==> src/rtl/axil_regfile.sv <==
// AXI-Lite responder with a bank of NUM_REGS byte-strobed read/write registers.
// Register contents and per-register write-commit pulses are exported flat.
module axil_regfile #(
    parameter int DATA_WIDTH    = 32,
    parameter int ADDRESS_WIDTH = 32,
    parameter int NUM_REGS      = 16
) (
    input  logic                           clock,
    input  logic                           reset_n,
    input  logic [ADDRESS_WIDTH-1:0]       awaddr,
    input  logic [2:0]                     awprot,
    input  logic                           awvalid,
    output logic                           awready,
    input  logic [DATA_WIDTH-1:0]          wdata,
    input  logic [DATA_WIDTH/8-1:0]        wstrb,
    input  logic                           wvalid,
    output logic                           wready,
    output logic [1:0]                     bresp,
    output logic                           bvalid,
    input  logic                           bready,
    input  logic [ADDRESS_WIDTH-1:0]       araddr,
    input  logic [2:0]                     arprot,
    input  logic                           arvalid,
    output logic                           arready,
    output logic [DATA_WIDTH-1:0]          rdata,
    output logic [1:0]                     rresp,
    output logic                           rvalid,
    input  logic                           rready,
    output logic [NUM_REGS*DATA_WIDTH-1:0] regs_q,
    output logic [NUM_REGS-1:0]            wr_pulse
);

    localparam int STRB_W = DATA_WIDTH / 8;
    localparam int LSB    = $clog2(STRB_W);
    localparam int IDX_W  = $clog2(NUM_REGS);
    localparam int TOP    = LSB + IDX_W;

    localparam logic [1:0] RESP_OKAY   = 2'b00;
    localparam logic [1:0] RESP_SLVERR = 2'b10;

    // Write-side holding registers; the address is kept already decoded.
    logic                  aw_held_reg;
    logic                  aw_ok_reg;
    logic [IDX_W-1:0]      aw_idx_reg;
    logic                  w_held_reg;
    logic [DATA_WIDTH-1:0] w_data_reg;
    logic [STRB_W-1:0]     w_strb_reg;
    logic                  bvalid_reg;
    logic [1:0]            bresp_reg;

    logic                  rvalid_reg;
    logic [1:0]            rresp_reg;
    logic [DATA_WIDTH-1:0] rdata_reg;

    logic                  aw_hs;
    logic                  w_hs;
    logic                  ar_hs;
    logic                  commit;
    logic                  aw_in_range;
    logic                  ar_in_range;
    logic [IDX_W-1:0]      aw_idx;
    logic [IDX_W-1:0]      ar_idx;
    logic [DATA_WIDTH-1:0] rd_sel;
    logic                  unused_bits;

    assign awready = reset_n && !aw_held_reg && !bvalid_reg;
    assign wready  = reset_n && !w_held_reg && !bvalid_reg;
    assign arready = reset_n && !rvalid_reg;

    assign aw_hs  = awvalid && awready;
    assign w_hs   = wvalid && wready;
    assign ar_hs  = arvalid && arready;
    assign commit = aw_held_reg && w_held_reg && !bvalid_reg;

    assign aw_idx      = awaddr[LSB +: IDX_W];
    assign ar_idx      = araddr[LSB +: IDX_W];
    assign aw_in_range = (awaddr[ADDRESS_WIDTH-1:TOP] == '0);
    assign ar_in_range = (araddr[ADDRESS_WIDTH-1:TOP] == '0);
    assign rd_sel      = regs_q[ar_idx*DATA_WIDTH +: DATA_WIDTH];

    // Protection bits and sub-word address bits carry no meaning here.
    assign unused_bits = ^{awprot, arprot, awaddr[LSB-1:0], araddr[LSB-1:0]};

    assign bvalid = bvalid_reg;
    assign bresp  = bresp_reg;
    assign rvalid = rvalid_reg;
    assign rresp  = rresp_reg;
    assign rdata  = rdata_reg;

    always_ff @(posedge clock or negedge reset_n) begin
        if (!reset_n) begin
            aw_held_reg <= 1'b0;
            aw_ok_reg   <= 1'b0;
            aw_idx_reg  <= '0;
            w_held_reg  <= 1'b0;
            w_data_reg  <= '0;
            w_strb_reg  <= '0;
            bvalid_reg  <= 1'b0;
            bresp_reg   <= RESP_OKAY;
        end else begin
            if (aw_hs) begin
                aw_held_reg <= 1'b1;
                aw_idx_reg  <= aw_idx;
                aw_ok_reg   <= aw_in_range;
            end
            if (w_hs) begin
                w_held_reg <= 1'b1;
                w_data_reg <= wdata;
                w_strb_reg <= wstrb;
            end
            // commit needs both holds set, so it never coincides with a new handshake
            if (commit) begin
                aw_held_reg <= 1'b0;
                w_held_reg  <= 1'b0;
                bvalid_reg  <= 1'b1;
                bresp_reg   <= aw_ok_reg ? RESP_OKAY : RESP_SLVERR;
            end else if (bvalid_reg && bready) begin
                bvalid_reg <= 1'b0;
            end
        end
    end

    genvar gi;
    generate
        for (gi = 0; gi < NUM_REGS; gi++) begin : g_reg
            logic [DATA_WIDTH-1:0] value_reg;
            logic                  pulse_reg;
            logic                  hit;

            assign hit = commit && aw_ok_reg && (aw_idx_reg == IDX_W'(gi));

            always_ff @(posedge clock or negedge reset_n) begin
                if (!reset_n) begin
                    value_reg <= '0;
                    pulse_reg <= 1'b0;
                end else begin
                    pulse_reg <= hit;
                    if (hit) begin
                        for (int b = 0; b < STRB_W; b++) begin
                            if (w_strb_reg[b]) begin
                                value_reg[b*8 +: 8] <= w_data_reg[b*8 +: 8];
                            end
                        end
                    end
                end
            end

            assign regs_q[gi*DATA_WIDTH +: DATA_WIDTH] = value_reg;
            assign wr_pulse[gi] = pulse_reg;
        end
    endgenerate

    // Read samples the pre-commit register value when it lands on a commit cycle.
    always_ff @(posedge clock or negedge reset_n) begin
        if (!reset_n) begin
            rvalid_reg <= 1'b0;
            rresp_reg  <= RESP_OKAY;
            rdata_reg  <= '0;
        end else begin
            if (ar_hs) begin
                rvalid_reg <= 1'b1;
                rresp_reg  <= ar_in_range ? RESP_OKAY : RESP_SLVERR;
                rdata_reg  <= ar_in_range ? rd_sel : '0;
            end else if (rvalid_reg && rready) begin
                rvalid_reg <= 1'b0;
            end
        end
    end

endmodule

==> config.mk <==
export PLATFORM = sky130hd
export DESIGN_NAME = axil_regfile
export DESIGN_NICKNAME = d
export VERILOG_FILES = /design/src/rtl/axil_regfile.sv
export SDC_FILE = /design/constraint.sdc
export NUM_CORES = 1
export LEC_CHECK = 0
export BUFFER_PORTS_ARGS = -buffer_cell sky130_fd_sc_hd__buf_2
export CORE_MARGIN = 8
export CORE_UTILIZATION = 43
export DETAILED_ROUTE_END_ITERATION = 6
export GPL_TIMING_DRIVEN = 0
export PLACE_DENSITY = 0.7
export RECOVER_POWER = 25
export SKIP_LAST_GASP = 1
export SLEW_MARGIN = 20
export SYNTH_ARGS = -nofsm -noshare
export SYNTH_HDL_FRONTEND = slang
export SYNTH_SLANG_ARGS = --single-unit
export TNS_END_PERCENT = 50
==> constraint.sdc <==
create_clock -name clock -period 3.03 [get_ports clock]
set_clock_uncertainty 0.1 [all_clocks]
set_input_delay 0.1515 -clock clock [delete_from_list [all_inputs] [get_ports clock]]
set_output_delay 0.1515 -clock clock [all_outputs]
set_load 0.005 [all_outputs]
==> After elaboration in Yosys (flattened, before gate mapping) <==
Index checks and enable logic that the tools add are counted.
{ "word_totals": {"mem_bits_ro": 0, "ff_bits": 609, "latch_bits": 0, "inputBits": 113, "mem_bits_rw": 0, "wordCells": 222, "n_memories": 0} }
{ "op_classes": {"n_mux": 11, "n_div": 0, "shift": 1, "n_eq_ne": 15, "n_addsub": 0, "reduce_logical": 104, "bitwise": 0, "n_mul": 0, "magnitude_cmp": 0} }
{ "op_table": {"columns": ["operator", "count"], "rows": [
  ["$shiftx A512 B10 Y32", 1],
  ["$reduce_and A2 Y1", 64],
  ["$logic_not A26 Y1", 2],
  ["$eq A4 B4 Y1 const B", 8],
  ["$mux W32", 1],
  ["$logic_and A1 B1 Y1", 29],
  ["$eq A4 B3 Y1 const B", 4],
  ["$eq A4 B2 Y1 const B", 2],
  ["$mux W1", 8],
  ["$reduce_bool A2 Y1", 4],
  ["$eq A4 B1 Y1 const B", 1],
  ["$logic_not A1 Y1", 4],
  ["$logic_not A4 Y1", 1],
  ["$mux W2", 2]
]} }

==> Depth between registers and ports, before layout <==
Gate-level depths: netlist of the first run.
{ "depth": {"ltp_word": 6, "mapped_depth": 7, "mapped_depth_nobuf": 4} }

==> Worst setup path after synthesis of the first run <==
No wires, ideal clock.
{ "synth_path": {"path_kind": "reg2reg", "from": "register bvalid_reg (netlist: bvalid)", "to": "register g_reg[0].value_reg[0]", "path_slack_ps": 975, "n_path_buf": 1, "path_stages_with_launch": 6, "t_required_ps": 2805, "arrival_ps": 1831, "path_cell_list": "dfrtp_1 -> and4b_1 -> or3b_4 -> buf_6 -> nor2_8 -> mux2_2"} }
{ "synth_between": {"elab_chain_cells": 5} }
{ "synth_lines": {"columns": ["element", "line", "text"], "rows": [
  ["start, declared", "48", "logic bvalid_reg;"],
  ["start signal, assigned", "98", "bvalid_reg <= 1'b0;"],
  ["start signal, assigned", "115", "bvalid_reg <= 1'b1;"],
  ["start signal, assigned", "118", "bvalid_reg <= 1'b0;"],
  ["$logic_not A1 Y1", "73", "assign commit = aw_held_reg && w_held_reg && !bvalid_reg;"],
  ["$logic_and A1 B1 Y1", "73", null],
  ["$logic_and A1 B1 Y1 (2 in a row)", "130", "assign hit = commit && aw_ok_reg && (aw_idx_reg == IDX_W'(gi));"],
  ["$reduce_and A2 Y1 (no source line)", null, null],
  ["end signal, assigned by index", "141", "value_reg[b*8 +: 8] <= w_data_reg[b*8 +: 8];"],
  ["end, declared", "126", "logic [DATA_WIDTH-1:0] value_reg;"]
]} }
No other way between the ends.
A chain may end at the register's enable or synchronous reset.

==> Worst setup path after layout of the first run <==
{ "layout_path": {"from": "register rvalid_reg (netlist: rvalid)", "to": "register rdata_reg[31] (netlist: rdata[31])"} }
{ "layout_between": {"elab_chain_cells": 3} }
{ "layout_lines": {"columns": ["element", "line", "text"], "rows": [
  ["start, declared", "51", "logic rvalid_reg;"],
  ["start signal, assigned", "156", "rvalid_reg <= 1'b0;"],
  ["start signal, assigned", "161", "rvalid_reg <= 1'b1;"],
  ["start signal, assigned", "165", "rvalid_reg <= 1'b0;"],
  ["$logic_not A1 Y1", "68", "assign arready = reset_n && !rvalid_reg;"],
  ["$logic_and A1 B1 Y1", "68", null],
  ["$logic_and A1 B1 Y1", "72", "assign ar_hs = arvalid && arready;"],
  ["end signal, assigned", "163", "rdata_reg <= ar_in_range ? rd_sel : '0;"],
  ["end, declared", "53", "logic [DATA_WIDTH-1:0] rdata_reg;"]
]} }
No other way between the ends.

==> impl_metrics.env, run 1 <==
export IMPL_path_buf_inv=1
export IMPL_synth_mux_area_frac=0.339
export IMPL_largest_register_ffs=512
export IMPL_hold_viol=0
export IMPL_worstSetupStartpointType="flip-flop"
export IMPL_synth_edf_count=0
export IMPL_layout_commonest_cell="dfrtp_1"
export IMPL_rows=91
export IMPL_ys_seq_area_frac=0.565
export IMPL_nNetsFinal=2606
export IMPL_synth_area_leader_cell="dfrtp_1"
export IMPL_crit_arrival_ps=3350
export IMPL_clk_latency_ps=610
export IMPL_ys_flop_type="dfrtp_1"
export IMPL_min_path_type="input port to flip-flop"
export IMPL_violations="capacitance limit"
export IMPL_synth_compound_gate_area_share=0.0294
export IMPL_clkTransAtPathRegs_ps=60
export IMPL_viasPerCell=5.86
export IMPL_drt_antenna_violating_nets=0
export IMPL_grt_max_degree=107
export IMPL_layout_drive_gt1_share=0.572
export IMPL_synth_cells=1689
export IMPL_initial_core_util=0.436
export IMPL_grt_overflow=0
export IMPL_grt_total_usage=0.302
export IMPL_clockBufferDepth=3
export IMPL_io_pins=682
export IMPL_layout_common_cells="607 x dfrtp_1, 591 x buf_2, 540 x mux2_2, 187 x clkbuf_1, 128 x mux4_2"
export IMPL_synth_distinct_cells=40
export IMPL_wl_per_cell_um=32.2
export IMPL_cts_buffers=68
export IMPL_core_um2=61700
export IMPL_dr_pass1_iters=6
export IMPL_fmax_mhz=344
export IMPL_drv_slew=0
export IMPL_power_per_cell_area_nw_per_um2=580
export IMPL_ys_ff_latch=607
export IMPL_drc=0
export IMPL_vdd_drop_max_uv=448
export IMPL_die_x_um=266
export IMPL_avgSynthCellArea_um2=15.9
export IMPL_cts_tree="done"
export IMPL_cp_slowest_cell="nor4_4"
export IMPL_drt_iter0_drc=1624
export IMPL_slowest_delay_ps=820
export IMPL_fin_crit_ps=2910
export IMPL_synth_warnings=0
export IMPL_cts_root_buf="clkbuf_16"
export IMPL_grt_pass1_wl_mm=155
export IMPL_path_max_fanout=8
export IMPL_crit_family="simple AND/OR/NAND/NOR gates"
export IMPL_gp_congestion=0.921
export IMPL_status="complete, but fails checks"
export IMPL_finalWirelength_mm=109
export IMPL_crit_type="flip-flop to flip-flop"
export IMPL_slew_headroom=0.00451
export IMPL_io_buffers=666
export IMPL_grt_antenna_before_repair=2
export IMPL_n_fill_cell=5138
export IMPL_dieArea_um2=70800
export IMPL_crit_chain="nor2b_1 > nand2_1 > nor4_4 > dlygate4sd3_1 > a22o_1"
export IMPL_layout_cells_non_filler=3379
export IMPL_utilization=0.554
export IMPL_synth_top_family_by_area="multiplexers"
export IMPL_vias=19800
export IMPL_grt_pass1_vias=20900
export IMPL_worst_setup_path_end_kind="flip-flop"
export IMPL_fp_dieH_um=266
export IMPL_async_flop_share=1.00
export IMPL_syn2layout_area_growth_pct=27.1
export IMPL_worstMarginPinSlew_ps=1490
export IMPL_synthXorXnorAreaFrac=0
export IMPL_grt_setup_unrepaired="false"
export IMPL_synth_simple_area_share=0.0441
export IMPL_synth_top_area_share=0.565
export IMPL_setup_violations=0
export IMPL_dp_hpwl_mm=78.9
export IMPL_fin_crit_sh=0.960
export IMPL_power_leakage_nw=18.1
export IMPL_cp_required_ps=3470
export IMPL_cts_sinks=607
export IMPL_place_inst=3199
export IMPL_drv_cap=1
export IMPL_syn_area_um2=26900
export IMPL_htreeDepth=3
export IMPL_yosys_area_share_adder=0
export IMPL_yosys_top_cells_area="dfrtp_1 57%, mux2_2 23%, mux4_2 11%, a22oi_1 1.7%, nor2_8 1.2%"
[worst reg2reg max path, stage by stage (launching register included)]
cell,delay [ps]
dfrtp_1,400
nor2b_1,140
nand2_1,490
nor4_4,820
dlygate4sd3_1,740
a22o_1,150
[timing repair]
action	in CTS	in global routing
hold buffers	61	0
setup endpoints to repair	30	0
resized for setup	1	0
buffers inserted	0	0
endpoints found under the hold margin	364	0
[cells in the mapped netlist, types with 2 or more instances]
cell,instances
mux2_2,540
dfrtp_1,607
buf_4,19
mux4_2,128
nor2_1,16
buf_2,30
nor4_1,11
nand4_1,2
a22o_1,31
nand2_1,53
nand3_2,10
nand2b_1,2
nor2_8,16
nor3b_1,2
clkbuf_1,65
buf_1,4
and2_1,4
mux2_1,13
nand3_1,9
o21ai_0,3
a22oi_1,62
nor3_1,4
nor2_2,33
nand3b_1,2
inv_1,3
nor2b_1,6
[worst paths after layout]
kind | end | startpoint | slack [ps] | depth (start not counted)
worst max register to register | rdata[31] | rvalid | 120 | 5
worst min-delay path | rdata[30] | araddr[22] | 50 | 5
worst min register to register | bresp[1] | aw_ok_reg | 400 | 1
min in group asynchronous | rdata[2] | reset_n | 680 | 6
worst max-delay path | rdata[31] | rvalid | 120 | 5
max in group asynchronous | g_reg[3].value_reg[14] | reset_n | 680 | 8
[through the flow]
step	total power, mW	worst slack (ps)	instance area [µm²]	hold WS [ps]	TNS, ps
2_1_floorplan	10.2	975	26900	-244	0
3_3_place_gp	11.3	-10440	31300	231	-7022580
3_5_place_dp	11.4	-785	31400	27.9	-27100
4_1_cts	19.9	88.1	34400	11.5	0
5_1_grt	20.4	6.36	34200	56.8	0
6_report	19.8	122	34200	52.4	0
[layout make-up]
class / count / area (µm²) / share of cell area
Multi-Input combinational cell: 960 / 11100 / 0.325
Tap cell: 837 / 1050 / 0.0306
Clock buffer: 96 / 1950 / 0.0570
Antenna cell: 2 / 5.00 / 0.000146
Timing Repair Buffer: 733 / 3980 / 0.116
Inverter: 3 / 11.3 / 0.000329
Clock inverter: 21 / 307 / 0.00897
Buffer: 120 / 583 / 0.0171
Sequential cell: 607 / 15200 / 0.444
[layer usage]
layer  up-vias  routed length (µm)  track usage
li1       7936                   -            -
met1     10600               41100        0.368
met2      1060               53200        0.501
met3       242               10000       0.0899
met4         0                4410        0.120
met5         -                   0            0
[kinds of logic (layout without fill, tap and decap cells)]
logic type             after synthesis  count (layout)
multiplexers                       682             682
AO/OA/AOI/OAI                      101             101
flip-flops                         607             607
AND/OR/NAND/NOR                    175             175
buffers and inverters              123             973
other                                1               4
[power breakdown]
| part | leakage (nW) | internal, mW | switching [mW] |
|---|---|---|---|
| clock network | 1.11 | 5.00 | 3.41 |
| registers | 8.39 | 8.40 | 0.573 |
| logic | 8.60 | 0.697 | 1.73 |
| total | 18.1 | 14.1 | 5.71 |
(Power assumes the default switching activity.)
==> inputs of run 2 (changes only) <==
PLACE_DENSITY = 0.72   (was 0.7)
clock period = 2.4 ns   (was 3.03 ns; I/O delays follow)
==> impl_metrics.env, run 2 (same netlist as run 1, synthesis figures left out) <==
export IMPL_fin_crit_sh=1.04
export IMPL_hold_ws_ps=74.8
export IMPL_cts_root_buf="clkbuf_16"
export IMPL_cts_buffers=68
export IMPL_p_int_mw=18.3
export IMPL_fp_dieH_um=266
export IMPL_drc=0
export IMPL_worstSetupStartpointType="flip-flop"
export IMPL_viasPerCell=5.90
export IMPL_place_inst=3199
export IMPL_clk_latency_ps=610
export IMPL_dieArea_um2=70800
export IMPL_switching_share=0.287
export IMPL_fin_crit_ps=2510
export IMPL_clockBufferDepth=3
export IMPL_setup_slack_ps=-108
export IMPL_htreeDepth=3
export IMPL_drv_slew=0
export IMPL_grt_antenna_before_repair=2
export IMPL_worst_setup_path_end_kind="flip-flop"
export IMPL_rows=91
export IMPL_io_buffers=666
export IMPL_grt_overflow=0
export IMPL_path_buf_inv=2
export IMPL_p_switching_mw=7.38
export IMPL_largest_register_ffs=512
export IMPL_io_pins=682
export IMPL_cp_required_ps=2780
export IMPL_grt_max_degree=106
export IMPL_drv_cap=0
export IMPL_layout_common_cells="692 x buf_2, 607 x dfrtp_1, 540 x mux2_2, 128 x mux4_2, 75 x clkbuf_1"
export IMPL_core_um2=61700
export IMPL_setup_violations=101
export IMPL_crit_type="flip-flop to flip-flop"
export IMPL_cts_tree="done"
export IMPL_initial_core_util=0.436
export IMPL_power_frac_seq=0.440
export IMPL_dp_hpwl_mm=78.6
export IMPL_p_total_mw=25.7
export IMPL_vias=20000
export IMPL_wl_per_cell_um=32.1
export IMPL_finalWirelength_mm=109
export IMPL_cts_sinks=607
export IMPL_regToRegSetupSlack_ps=-110
export IMPL_path_max_fanout=10
export IMPL_dr_pass1_iters=5
export IMPL_worstMarginPinSlew_ps=1450
export IMPL_crit_chain="buf_2 > and2_1 > buf_2 > nand2_1 > nor2_2 > mux2_2"
export IMPL_crit_arrival_ps=2890
export IMPL_crit_path_frequent_cell="buf_2"
export IMPL_tns_ps=-5400
export IMPL_crit_family="simple AND/OR/NAND/NOR gates"
export IMPL_syn2layout_area_growth_pct=29.9
export IMPL_vdd_drop_max_uv=586
export IMPL_power_leakage_nw=18.7
export IMPL_hold_viol=0
export IMPL_grt_pass1_vias=21200
export IMPL_grt_pass1_wl_mm=153
export IMPL_fmax_mhz=399
export IMPL_cp_slowest_cell="nor2_2"
export IMPL_die_x_um=266
export IMPL_grt_total_usage=0.299
export IMPL_slew_headroom=0.0319
export IMPL_drt_iter0_drc=1655
export IMPL_clkTransAtPathRegs_ps=60
export IMPL_layout_commonest_cell="buf_2"
export IMPL_slowest_delay_ps=580
export IMPL_nNetsFinal=2616
export IMPL_layout_drive_gt1_share=0.621
export IMPL_pwr_share_comb=0.124
export IMPL_status="complete, but fails checks"
export IMPL_layout_cells_non_filler=3395
export IMPL_gp_congestion=0.903
export IMPL_power_per_cell_area_nw_per_um2=736
export IMPL_violations="setup timing"
export IMPL_clkPwrFrac=0.436
export IMPL_drt_antenna_violating_nets=0
export IMPL_grt_setup_unrepaired="true"
export IMPL_min_path_type="input port to flip-flop"
run 2: cell count changes in the layout (fill, tap and decap cells not counted), moves of 7 or more:
| cell | before | now |
|---|---|---|
| nand3_4 | 0 | 10 |
| nor2_4 | 0 | 31 |
| nand3_2 | 10 | 3 |
| clkbuf_1 | 187 | 75 |
| buf_2 | 591 | 692 |
| nor2_2 | 33 | 2 |
| buf_12 | 1 | 9 |
run 2: metal layers:
metal,track usage,part of all wire,up-vias
met2,0.485,0.48,1125
met3,0.0900,0.094,283
met5,0,0,-
li1,-,-,7994
met4,0.139,0.049,0
met1,0.365,0.38,10600
run 2: tightest hold or removal path, delay by kind of cell:
family	cells	cell delay [ps]
buffers and inverters	1	210
muxes	1	170
AOI/OAI and AO/OA	1	160
and+or+nand+nor	1	70
run 2: what timing repair did:
item,CTS,global route
buffers inserted,1,9
hold endpoints to repair,245,205
gates cloned,0,1
endpoints found under the setup margin,479,500
pin swaps,1,9
resized for setup,22,35
hold buffers,52,8
run 2: path summary, 6_finish.rpt:
path | to | depth (start not counted) | start
setup / recovery | g_reg[11].value_reg[19] | 6 | aw_idx_reg[1]
hold / removal | rdata[30] | 4 | araddr[3]
setup reg to reg | g_reg[11].value_reg[19] | 6 | aw_idx_reg[1]
hold reg to reg | bresp[1] | 2 | bresp[1]
max in group asynchronous | w_data_reg[14] | 9 | reset_n
min in group asynchronous | g_reg[7].value_reg[1] | 7 | reset_n
run 2: final cells by class:
cell class                 count  area (µm²)
antenna                        3        7.51
buffer                       120         607
clock buffer                  99        2050
clock inverter                23         353
fill                        4951       26800
inverter                       3        11.3
multi-input combinational    960       11400
sequential                   607       15200
tap                          837        1050
timing repair buffer         743        4290
run 2: stage by stage:
| stage | area [µm²] | util | worst slack (ps) |
|---|---|---|---|
| after global placement | 31300 | 0.507 | -11060 |
| after floorplan | 26900 | - | 345 |
| after CTS | 34500 | 0.560 | -234 |
| final | 34900 | 0.566 | -108 |
| after detailed placement | 31400 | 0.510 | -1330 |
| after global routing | 34900 | 0.566 | -247 |
run 2: power by group through the flow:
stage / sequential [mW] / combinational, mW / clock (mW)
after global placement: 11.4 / 2.80 / 0
after floorplan: 11.2 / 1.75 / 0
after CTS: 11.3 / 3.09 / 11.3
after global routing: 11.4 / 3.45 / 11.7
final: 11.3 / 3.20 / 11.2
after detailed placement: 11.5 / 2.94 / 0
==> inputs of run 3 (changes only) <==
CTS_BUF_LIST = sky130_fd_sc_hd__clkbuf_16   (was unset)
CTS_CLUSTER_SIZE = 16   (was unset)
==> impl_metrics.env, run 3 (same netlist as run 1, synthesis figures left out) <==
export IMPL_status="complete, but fails checks"
export IMPL_violations="setup timing"
export IMPL_p_total_mw=25.1
export IMPL_clockBufferDepth=3
export IMPL_path_max_fanout=10
export IMPL_drt_iter0_drc=1788
export IMPL_grt_pass1_wl_mm=153
export IMPL_grt_total_usage=0.298
export IMPL_n_fill_cell=5006
export IMPL_power_per_cell_area_nw_per_um2=724
export IMPL_wl_per_cell_um=32.1
export IMPL_power_leakage_nw=18.5
export IMPL_grt_max_degree=106
export IMPL_drc=0
export IMPL_layout_commonest_cell="buf_2"
export IMPL_fin_crit_ps=2550
export IMPL_io_pins=682
export IMPL_die_x_um=266
export IMPL_fp_dieH_um=266
export IMPL_grt_antenna_before_repair=2
export IMPL_cts_root_buf="clkbuf_16"
export IMPL_worstSetupStartpointType="flip-flop"
export IMPL_dr_pass1_iters=5
export IMPL_clk_latency_ps=610
export IMPL_grt_setup_unrepaired="true"
export IMPL_tns_ps=-8240
export IMPL_nNetsFinal=2616
export IMPL_vias=20000
export IMPL_fmax_mhz=392
export IMPL_dieArea_um2=70800
export IMPL_final_cell_area_um2=34600
export IMPL_layout_cells_non_filler=3395
export IMPL_drv_cap=0
export IMPL_cts_tree="done"
export IMPL_io_buffers=666
export IMPL_layout_drive_gt1_share=0.598
export IMPL_viasPerCell=5.90
export IMPL_largest_register_ffs=512
export IMPL_syn2layout_area_growth_pct=28.9
export IMPL_worstMarginPinSlew_ps=1430
export IMPL_layout_common_cells="651 x buf_2, 607 x dfrtp_1, 540 x mux2_2, 128 x mux4_2, 106 x clkbuf_1"
export IMPL_utilization=0.561
export IMPL_dp_hpwl_mm=78.6
export IMPL_finalWirelength_mm=109
export IMPL_htreeDepth=3
export IMPL_fin_crit_sh=1.06
export IMPL_crit_type="flip-flop to flip-flop"
export IMPL_worst_setup_path_end_kind="flip-flop"
export IMPL_core_um2=61700
export IMPL_hold_viol=0
export IMPL_min_path_type="input port to flip-flop"
export IMPL_drt_antenna_violating_nets=0
export IMPL_clkTransAtPathRegs_ps=60
export IMPL_setup_slack_ps=-153
export IMPL_cp_required_ps=2780
export IMPL_initial_core_util=0.436
export IMPL_crit_arrival_ps=2930
export IMPL_gp_congestion=0.903
export IMPL_slew_headroom=0.0475
export IMPL_setup_violations=183
export IMPL_rows=91
export IMPL_vdd_drop_max_uv=573
export IMPL_cts_buffers=68
export IMPL_placed_cell_area_um2=31400
export IMPL_place_inst=3199
export IMPL_grt_pass1_vias=21200
export IMPL_cts_sinks=607
export IMPL_grt_overflow=0
export IMPL_drv_slew=0
-- run 3: cell types whose count changed in the layout (fill, tap and decap cells not counted), moves of 2 or more --
cell | before | now
clkbuf_2 | 4 | 6
inv_1 | 3 | 14
buf_2 | 692 | 651
clkbuf_8 | 17 | 0
clkbuf_1 | 75 | 106
clkinv_1 | 0 | 17
buf_16 | 7 | 5
-- run 3: cell type report --
class	instances	area (µm²)	area share
repair buffers	743	4190	0.121
plain buffers	120	604	0.0174
multi-input cells	960	11400	0.328
flip-flops and latches	607	15200	0.438
well taps	837	1050	0.0302
inverters	3	11.3	0.000325
clock inverters	51	458	0.0132
clock buffers	71	1780	0.0513
diodes	3	7.51	0.000217
-- run 3: routing by layer --
metal	track usage	vias up	share of wire
li1	-	7989	-
met1	0.365	10600	0.38
met2	0.485	1169	0.48
met3	0.0881	289	0.095
met4	0.139	0	0.049
met5	0	-	0
-- run 3: per-stage QoR --
stage / setup WS [ps] / hold WS, ps
6_report: -153 / 87.4
5_1_grt: -250 / 53.3
4_1_cts: -233 / -488
3_5_place_dp: -1330 / -63.9
3_3_place_gp: -11060 / 198
2_1_floorplan: 345 / -276
-- run 3: final timing paths --
kind	slack [ps]	startpoint	cells after the start	to
hold reg to reg	400	rdata[2]	1	rdata[2]
setup reg to reg	-150	aw_idx_reg[0]	6	g_reg[11].value_reg[19]
min in group asynchronous	670	reset_n	7	g_reg[7].value_reg[1]
setup / recovery	-150	aw_idx_reg[0]	6	g_reg[11].value_reg[19]
max in group asynchronous	130	reset_n	9	w_data_reg[14]
hold / removal	90	araddr[3]	4	rdata[30]
-- run 3: what timing repair did --
| action | CTS | global route |
|---|---|---|
| pin swaps | 1 | 9 |
| endpoints found under the setup margin | 481 | 505 |
| hold buffers | 52 | 8 |
| hold endpoints to repair | 245 | 201 |
| gates resized for setup | 22 | 32 |
| gates cloned | 0 | 1 |
| buffers inserted | 1 | 9 |
-- run 3: report_power, final --
group,leakage (nW),total (mW),internal (mW),switching (mW)
sequential,8.39,11.3,10.6,0.715
combinational,8.95,3.18,0.893,2.29
clock,1.13,10.6,6.22,4.36
total,18.5,25.1,17.7,7.36
-- run 3: critical path, cell delays in order, from the launching register on --
cell,delay (ps)
dfrtp_1,370
buf_2,230
and2_1,150
buf_2,270
nand2_1,270
nor2_2,600
mux2_2,410
